<file path="src/rtl/api_slave.sv">
// Chip-side responder for the hash-board serial API: shifts work in on mosi, report out on miso.
// Define API_SLAVE_TIMEOUT_EN to abort a load window after TIMEOUT idle clk cycles.
module api_slave #(
   parameter int WORK_WORDS = 23,
   parameter int REP_WORDS  = 4,
   parameter int RES_DEPTH  = 4,
   parameter int TIMEOUT    = 4096
) (
   input  logic                     clk,
   input  logic                     rst,
   input  logic                     sck,
   input  logic                     mosi,
   input  logic                     load,
   output logic                     miso,
   output logic                     work_vld,
   output logic [WORK_WORDS*32-1:0] work_dat,
   input  logic                     res_vld,
   input  logic [31:0]              res_dat,
   output logic                     res_rdy,
   output logic [15:0]              frame_cnt,
   output logic [7:0]               err_cnt
);

   localparam int SR_W = WORK_WORDS*32;
   localparam int PTR_W = $clog2(RES_DEPTH);
   localparam int CW = PTR_W + 1;
   localparam int POP_MAX = REP_WORDS - 1;
   localparam logic [31:0] POP_MAX_L = 32'(POP_MAX);

   if (RES_DEPTH < 2 || (RES_DEPTH & (RES_DEPTH - 1)) != 0 ||
       TIMEOUT < 1 || TIMEOUT > 8191 || REP_WORDS >= WORK_WORDS) begin : g_bad_param
      $error("api_slave: unsupported parameter set");
   end

   logic [1:0] sck_sync, mosi_sync, load_sync;
   logic       sck_s, mosi_s, load_s;
   logic       sck_d, load_d;
   logic       sck_rise, sck_fall, load_rise, load_fall, selected;

   logic [SR_W-1:0]  sr;
   logic [SR_W-1:0]  rep_sr;
   logic [4:0]       bit_cnt;
   logic [7:0]       word_cnt;
   logic             frame_ok;
   logic [15:0]      frame_nxt;

   logic [31:0]      mem [RES_DEPTH];
   logic [PTR_W-1:0] rd_ptr, wr_ptr;
   logic [CW-1:0]    fifo_cnt;
   logic             push;
   logic [7:0]       pop_n;

   always_ff @(posedge clk) begin
      if (rst) begin
         sck_sync  <= 2'b00;
         mosi_sync <= 2'b00;
         load_sync <= 2'b11;
         sck_d     <= 1'b0;
         load_d    <= 1'b1;
      end else begin
         sck_sync  <= {sck_sync[0], sck};
         mosi_sync <= {mosi_sync[0], mosi};
         load_sync <= {load_sync[0], load};
         sck_d     <= sck_s;
         load_d    <= load_s;
      end
   end

   assign sck_s     = sck_sync[1];
   assign mosi_s    = mosi_sync[1];
   assign load_s    = load_sync[1];
   assign sck_rise  = sck_s & ~sck_d;
   assign sck_fall  = ~sck_s & sck_d;
   assign load_rise = load_s & ~load_d;
   assign load_fall = ~load_s & load_d;
   assign selected  = ~load_s;

   assign frame_ok  = (word_cnt == 8'(WORK_WORDS)) && (bit_cnt == 5'd0);
   assign frame_nxt = frame_ok ? frame_cnt + 16'd1 : frame_cnt;

   // nonce FIFO; pops only happen in the report-load cycle
   assign res_rdy = (fifo_cnt != CW'(RES_DEPTH));
   assign push    = res_vld & res_rdy;

   always_comb begin
      pop_n = 8'd0;
      if (load_rise) begin
         if (32'(fifo_cnt) > POP_MAX_L) pop_n = POP_MAX_L[7:0];
         else                           pop_n = 8'(fifo_cnt);
      end
   end

   always_comb begin
      rep_sr = '0;
      rep_sr[SR_W-1 -: 32] = {8'hA5, pop_n, frame_nxt};
      for (int i = 0; i < POP_MAX; i++) begin
         if (8'(i) < pop_n) rep_sr[SR_W-1-32*(i+1) -: 32] = mem[rd_ptr + PTR_W'(i)];
      end
   end

   always_ff @(posedge clk) begin
      if (push) mem[wr_ptr] <= res_dat;
   end

   always_ff @(posedge clk) begin
      if (rst) begin
         rd_ptr   <= '0;
         wr_ptr   <= '0;
         fifo_cnt <= '0;
      end else begin
         if (push) wr_ptr <= wr_ptr + PTR_W'(1);
         rd_ptr   <= rd_ptr + PTR_W'(pop_n);
         fifo_cnt <= fifo_cnt - CW'(pop_n) + CW'(push);
      end
   end

`ifdef API_SLAVE_TIMEOUT_EN
   logic [12:0]             to_cnt;
   logic                    to_hit;
   logic [REP_WORDS*32-1:0] rep_snap;

   always_ff @(posedge clk) begin
      if (rst || !selected || sck_rise || sck_fall) to_cnt <= 13'd0;
      else if (to_cnt != 13'(TIMEOUT))              to_cnt <= to_cnt + 13'd1;
   end

   assign to_hit = selected && !load_fall && !sck_rise && !sck_fall &&
                   (to_cnt == 13'(TIMEOUT - 1));
`endif

   always_ff @(posedge clk) begin
      if (rst) begin
         sr        <= '0;
         miso      <= 1'b1;
         bit_cnt   <= 5'd0;
         word_cnt  <= 8'd0;
         work_vld  <= 1'b0;
         work_dat  <= '0;
         frame_cnt <= 16'd0;
         err_cnt   <= 8'd0;
`ifdef API_SLAVE_TIMEOUT_EN
         rep_snap  <= '0;
`endif
      end else begin
         work_vld <= 1'b0;
         if (load_rise) begin
            // the old sr is the received frame; the report replaces it in the same cycle
            sr   <= rep_sr;
            miso <= 1'b1;
`ifdef API_SLAVE_TIMEOUT_EN
            rep_snap <= rep_sr[SR_W-1 -: REP_WORDS*32];
`endif
            if (frame_ok) begin
               work_dat  <= sr;
               work_vld  <= 1'b1;
               frame_cnt <= frame_nxt;
            end else if (err_cnt != 8'hFF) begin
               err_cnt <= err_cnt + 8'd1;
            end
         end else if (!selected) begin
            miso <= 1'b1;
         end else if (load_fall) begin
            bit_cnt  <= 5'd0;
            word_cnt <= 8'd0;
            miso     <= sr[SR_W-1];
         end
`ifdef API_SLAVE_TIMEOUT_EN
         else if (to_hit) begin
            bit_cnt  <= 5'd0;
            word_cnt <= 8'd0;
            miso     <= 1'b1;
            sr       <= {rep_snap, {(SR_W-REP_WORDS*32){1'b0}}};
            if (err_cnt != 8'hFF) err_cnt <= err_cnt + 8'd1;
         end
`endif
         else begin
            if (sck_rise) begin
               sr      <= {sr[SR_W-2:0], mosi_s};
               bit_cnt <= bit_cnt + 5'd1;
               if (bit_cnt == 5'd31 && word_cnt != 8'(WORK_WORDS + 1))
                  word_cnt <= word_cnt + 8'd1;
            end
            if (sck_fall) miso <= sr[SR_W-1];
         end
      end
   end

endmodule

</file>
<file path="config.mk">
export PLATFORM = sky130hd
export DESIGN_NAME = api_slave
export DESIGN_NICKNAME = d
export VERILOG_FILES = /design/src/rtl/api_slave.sv
export SDC_FILE = /design/constraint.sdc
export NUM_CORES = 2
export LEC_CHECK = 0
export ABC_CLOCK_PERIOD_IN_PS = 2270
export BUFFER_PORTS_ARGS = -buffer_cell sky130_fd_sc_hd__buf_2
export CORE_AREA = 2 2 447 449
export CTS_CLUSTER_DIAMETER = 120
export DETAILED_ROUTE_END_ITERATION = 8
export DIE_AREA = 0 0 449 451
export SYNTH_ARGS = -nofsm -noshare
export SYNTH_HDL_FRONTEND = slang
export SYNTH_SLANG_ARGS = --single-unit
export TNS_END_PERCENT = 5
</file>
<file path="constraint.sdc">
create_clock -name clk -period 2.27 [get_ports clk]
set_input_delay 0.1135 -clock clk [delete_from_list [all_inputs] [get_ports clk]]
set_output_delay 0.1135 -clock clk [all_outputs]
set_load 0.005 [all_outputs]
</file>
After elaboration in Yosys (flattened, before gate mapping)
Memory sizes are Yosys's and may differ from the RTL's. A register that Yosys moved wholly into a read port is not among the register bits. Index checks and enable logic that the tools add are counted.

Flip-flop bits (word level): 1526. Latch bits: 0. RAM bits: 128. Memory bits (read-only): 0. Input bits: 38. Output and inout bits: 763. Logic and storage cells: 88. Memories kept: 1.

Add/subtract/negate cells: 10. Multipliers: 0. Divide/modulo/power cells: 0. $lt $le $gt $ge: 4. Equality and inequality tests: 7. Shifts and indexed selects: 0. Mux-type cells: 21. Bitwise operators: 12. Reduce and logical (&&, ||, !) cells: 16.

Memory list: mem (words 4, width 32, read ports 3, clocked after memory_dff 1, write ports 1, RTL line 47) `logic [31:0] mem [RES_DEPTH];`.

Operators with widths (count): $mux 736 (4); $mux 32 (3); $mux 8 (3); $add 16x1->16 const B (1); $add 8x1->8 const B (2); $lt 1x8->1 const A (2); $mux 16 (1); $reduce_and 3->1 (4); $mux 5 (2); $eq 8x5->1 const B (1); $lt 2x8->1 const A (1); $ne 8x5->1 const B (1); $ne 8x8->1 const B (1); $reduce_bool 2->1 (4); $not 1->1 (7); $mux 3 (2); $add 5x1->5 const B (1); $and 1x1->1 (5); $eq 5x5->1 const B (1); $logic_not 5->1 (1); $mux 1 (5); $add 2x1->2 const B (2); $reduce_and 4->1 (1); $reduce_or 2->1 (2); other kinds (12) (13).

Depth between registers and ports, before layout
Depth in word-level cells: 6. Mapped depth: 13. Mapped depth without buffers: 12.

Worst setup path after synthesis
OpenSTA, ideal clock, no wires.

Path kind: register -> register. Start point: reg fifo_cnt[2]. End point: reg fifo_cnt[2]. Setup time: 128 ps. Arrival time: 2254 ps. Setup slack: -112 ps. Cell stages (with the launch flop): 14. Path buffers: 1. Cells stage by stage: dfxtp_1 > nand2b_1 > or2_2 > clkbuf_1 > and2_1 > inv_1 > ha_1 > inv_1 > ha_1 > inv_1 > fa_1 > xnor2_1 > xnor2_1 > nor2_1.

Elaborated cells between the ends (all ways): 7. Classes of those cells: 2 x add/sub; 1 x order compare; 1 x eq/ne; 2 x mux; 1 x bitwise.

RTL lines: start: declaration (RTL line 49) `logic [CW-1:0] fifo_cnt;`; start signal: assignment (RTL line 113) `fifo_cnt <= fifo_cnt - CW'(pop_n) + CW'(push);`; $ne 3x3->1 (RTL line 82) `assign res_rdy = (fifo_cnt != CW'(RES_DEPTH));`; via res_rdy (RTL line 19) `output logic res_rdy,`; $and 1x1->1 (RTL line 83) `assign push = res_vld & res_rdy;`; $add 3x1->3 (RTL line 113).

The timed path passes the listed nets, and every way through them passes these cells. A chain may end at the register's enable or synchronous reset.

Worst setup path after layout
Start point: reg fifo_cnt[1]. End point: reg fifo_cnt[2].

Word-level cells in the longest chain between the ends: 5. Elaborated cells between the ends (all ways): 7. Classes of those cells: 2 x add/sub; 1 x order compare; 1 x eq/ne; 2 x mux; 1 x bitwise.

RTL lines: $gt 3x2->1 (RTL line 88) `if (32'(fifo_cnt) > POP_MAX_L) pop_n = POP_MAX_L[7:0];`; $mux 3 (RTL line 88); $mux 3 (RTL line 87) `if (load_rise) begin`; $sub 3x3->3 (RTL line 113); $add 3x1->3 * (RTL line 113).

Every way passes the cells marked *; elsewhere a longest branch is shown, timed or not.

==> summary.txt <==
outcome = complete, no violations
Power Dens Cells = 836 nW/µm²
count of nets left with antenna violations after detail routing = 0
total wire length after detailed routing = 182000 µm
transition at the pin with the smallest max-transition slack = 1.08 ns
data required time at the worst endpoint = 2.95 ns
number of nets in the synthesized netlist = 6905
dominant register cell in the synthesized netlist = sky130_fd_sc_hd__dfxtp_1
via count = 49900
detail-routed net length per standard cell = 17.7 µm
RSZ-0062 raised after global routing = yes
starting utilization of the core area = 29.8%
data arrival time of the worst path = 2.89 ns
GR Layer Usage met3 = 2.95%
share of synthesized flip-flops with an asynchronous set or reset = 0%
count of buffering cells on the critical path with inverters included = 3
crit path cell chain = nand2b_4 > or2_4 > and2_4 > inv_4 > ha_4 > inv_2 > ha_4 > inv_2 > fa_2 > xnor2_2 > xnor2_1 > nor2_1
maximum ir drop on the vdd rail = 0.725 mV
FMAX = 453 MHz
worst flop-to-flop path endpoint = fifo_cnt[2]
area of the die = 202000 µm²
ratio of cells with drive above 1 in the final layout = 18.0%
detailed placer's ending HPWL = 123000 µm
syn_area_per_cell = 8.62 µm²
worst min-delay path category = input port to register
maximum number of pins on one net before global-route repair = 134
final worst clock skew = 0.0501 ns
post-synth top area share = 51.7%
depth of the worst register-to-register path = 12
maximum level of the CTS H-tree = 4
DIE WIDTH = 449 µm
yosys warns = 0
max capacitance violation total = 0
cell at the root of the clock tree = sky130_fd_sc_hd__clkbuf_16
worst setup margin = 0.0602 ns
P&R area growth vs syn = 23.1%
slowest CP cell = sky130_fd_sc_hd__fa_2
Post-synth EDFFs = 128
insertion delay to the later sink of the worst-skew pair = 0.82 ns
DIE HEIGHT = 451 µm
Hold Path Cell Cnt = 2
drc violations = 0
hold path startpoint = res_dat[28]
register-to-register setup slack = 0.06 ns
post-synth top area cell = sky130_fd_sc_hd__dfxtp_1
CTS tree = done
vias per cell = 4.85
Filler Cells Inserted = 20138
row count = 164
Distinct cells, synth = 55
flip-flop and latch count after synthesis = 1654
number of buffer cells added on primary ports = 800
normalized max-slew margin = 28.3%
count of TritonRoute iterations in the first routing pass = 9
First DRT Iteration DRCs = 3988
share of the yosys chip area belonging to registers = 58.2%
final setup violation count = 0
number of sinks on the clock net = 1654
GRT Total Usage = 17.2%
final worst-path cycle share = 97.4%
final total negative setup slack = 0 ns
Total Power = 60.8 mW
sort of element at the end of the critical path = register
CP peak stage delay = 0.38 ns
CTS clock-pin slew for the worst setup and hold paths = 0.06 ns
cell types occupying the most area after synthesis = sky130_fd_sc_hd__dfxtp_1, sky130_fd_sc_hd__nand2_1, sky130_fd_sc_hd__a21oi_1
met1 demand-to-capacity share in global routing = 20.6%
source of the worst register-to-register timing path = fifo_cnt[1]
end point of the most critical hold path = mem[1][28]
global route total overflow = 0
last weighted congestion value of the routability-driven placer = 0.828
Num CTS Buffers = 173
Global Route met2 Usage = 28.8%
maximum root-to-sink buffer count = 3
number of global-route vias before repair = 47117
Max FO, Critical Path = 2
I/O pins = 801
max-slew violation count = 0
type of the worst setup path = register to register
post-placement worst setup slack = -0.0273 ns
synthesized instance count = 6852
min Tclk post-route = 2.21 ns
core region area = 198000 µm²
final hold viol count = 0
Net count, final = 7553
busiest grt layer = met2
Top delay family on crit path = adder cells
number of antenna violations at the first check in global routing = 4
startpoint type of the worst setup path = register
P_leak = 25.9 nW
post-synthesis instance area = 59100 µm²
global-route wire length before repair = 277000 µm
## metrics by stage
step           hold slack, ns  util, %  instances  instance area (µm²)
6_report               0.0901     36.7      10299                72700
5_1_grt                0.0371     36.7      10299                72700
4_1_cts               0.00408     36.7      10293                72700
3_5_place_dp            0.333     33.5       9928                66400
3_3_place_gp            0.324     33.5       9928                66400
2_1_floorplan           0.212        -       6852                59100
## worst max path at each step
| stage | startpoint | endpoint | slack (ns) | cells past startpoint |
|---|---|---|---|---|
| 3_5_place_dp | fifo_cnt[1] | fifo_cnt[2] | -0.03 | 12 |
| 6_report | fifo_cnt[1] | fifo_cnt[2] | 0.06 | 12 |
| 2_1_floorplan | fifo_cnt[1] | fifo_cnt[2] | 0.03 | 13 |
| 4_1_cts | fifo_cnt[1] | fifo_cnt[2] | 0.004 | 12 |
| 5_1_grt | fifo_cnt[1] | fifo_cnt[2] | -0.01 | 12 |
| 3_3_place_gp | fifo_cnt[1] | fifo_cnt[2] | -0.07 | 12 |
## cells in the final DEF (no fill, tap or decap), types with 8 or more instances in the layout
cell and instances:
sky130_fd_sc_hd__nand2_1 2721, sky130_fd_sc_hd__dfxtp_1 1522, sky130_fd_sc_hd__a21oi_1 1359, sky130_fd_sc_hd__buf_2 799, sky130_fd_sc_hd__clkbuf_16 174, sky130_fd_sc_hd__nor2_1 162
sky130_fd_sc_hd__edfxtp_1 128, sky130_fd_sc_hd__a222oi_1 97, sky130_fd_sc_hd__mux4_2 96, sky130_fd_sc_hd__buf_4 92, sky130_fd_sc_hd__buf_12 70, sky130_fd_sc_hd__dlygate4sd3_1 50
sky130_fd_sc_hd__clkbuf_1 39, sky130_fd_sc_hd__clkbuf_8 38, sky130_fd_sc_hd__clkinv_2 25, sky130_fd_sc_hd__xnor2_1 23, sky130_fd_sc_hd__a22oi_1 21, sky130_fd_sc_hd__xor2_1 18
sky130_fd_sc_hd__nor3_1 16, sky130_fd_sc_hd__ha_1 12, sky130_fd_sc_hd__o22ai_1 11, sky130_fd_sc_hd__nor2b_1 10, sky130_fd_sc_hd__nand4_1 10, sky130_fd_sc_hd__bufinv_16 10
sky130_fd_sc_hd__nand3_1 9, sky130_fd_sc_hd__inv_1 8
## kinds of logic after synthesis
group	share of synthesized area (%)
simple gates	19.4
xor+xnor	0.623
buf+inv	3.88
flops	58.2
compound gates	13.8
fa+ha+maj	0.330
mux	3.73
## where the power goes
| group | switching [mW] | total (mW) | leakage (nW) | internal, mW |
|---|---|---|---|---|
| Sequential | 0.214 | 30.0 | 13.5 | 29.8 |
| Combinational | 1.27 | 2.06 | 9.61 | 0.790 |
| Clock | 12.1 | 28.8 | 2.86 | 16.6 |
## layer usage
layer	vias up	part of all wire, %
met5	-	0
met4	0	6.5
met3	377	4.9
met2	1345	48
met1	24124	41
li1	24054	-
## flip-flops by register name (all words and copies together) (netlist names)
name,cells
frame_cnt,16
bit_cnt,5
sck_d,1
err_cnt,8
work_vld,1
sr,736
sck_sync,2
wr_ptr,2
mosi_sync,2
fifo_cnt,3
rd_ptr,2
load_sync,2
mem,128
miso,1
work_dat,736
word_cnt,8
load_d,1
## layout make-up
type / instances / area (µm²) / share of cell area (%)
sequential: 1654 / 34400 / 47.3
inverter: 11 / 43.8 / 0.0602
clock inverter: 64 / 803 / 1.10
clock buffer: 251 / 5020 / 6.91
timing repair buffer: 1013 / 6630 / 9.12
antenna: 3 / 7.51 / 0.0103
multi-input combinational: 4647 / 22500 / 30.9
tap: 2656 / 3320 / 4.57
## cell usage after synthesis, types with 11 or more instances
library cell and number:
sky130_fd_sc_hd__a222oi_1 97, sky130_fd_sc_hd__edfxtp_1 128, sky130_fd_sc_hd__o22ai_1 11, sky130_fd_sc_hd__a22oi_1 21
sky130_fd_sc_hd__buf_1 39, sky130_fd_sc_hd__inv_1 11, sky130_fd_sc_hd__xnor2_1 24, sky130_fd_sc_hd__nor2_1 165
sky130_fd_sc_hd__a21oi_1 1359, sky130_fd_sc_hd__mux4_2 96, sky130_fd_sc_hd__clkbuf_1 340, sky130_fd_sc_hd__ha_1 14
sky130_fd_sc_hd__buf_2 153, sky130_fd_sc_hd__dfxtp_1 1526, sky130_fd_sc_hd__xor2_1 18, sky130_fd_sc_hd__nor3_1 16
sky130_fd_sc_hd__nand2_1 2721
## what timing repair did
item / CTS / global route
resized for setup: 0 / 3
hold endpoints to repair: 336 / 0
pin swaps: 3 / 3
buffers inserted: 0 / 3
hold buffers: 50 / 0
setup endpoints to repair: 1 / 11
Note: power is estimated with default switching activity, not from simulation.
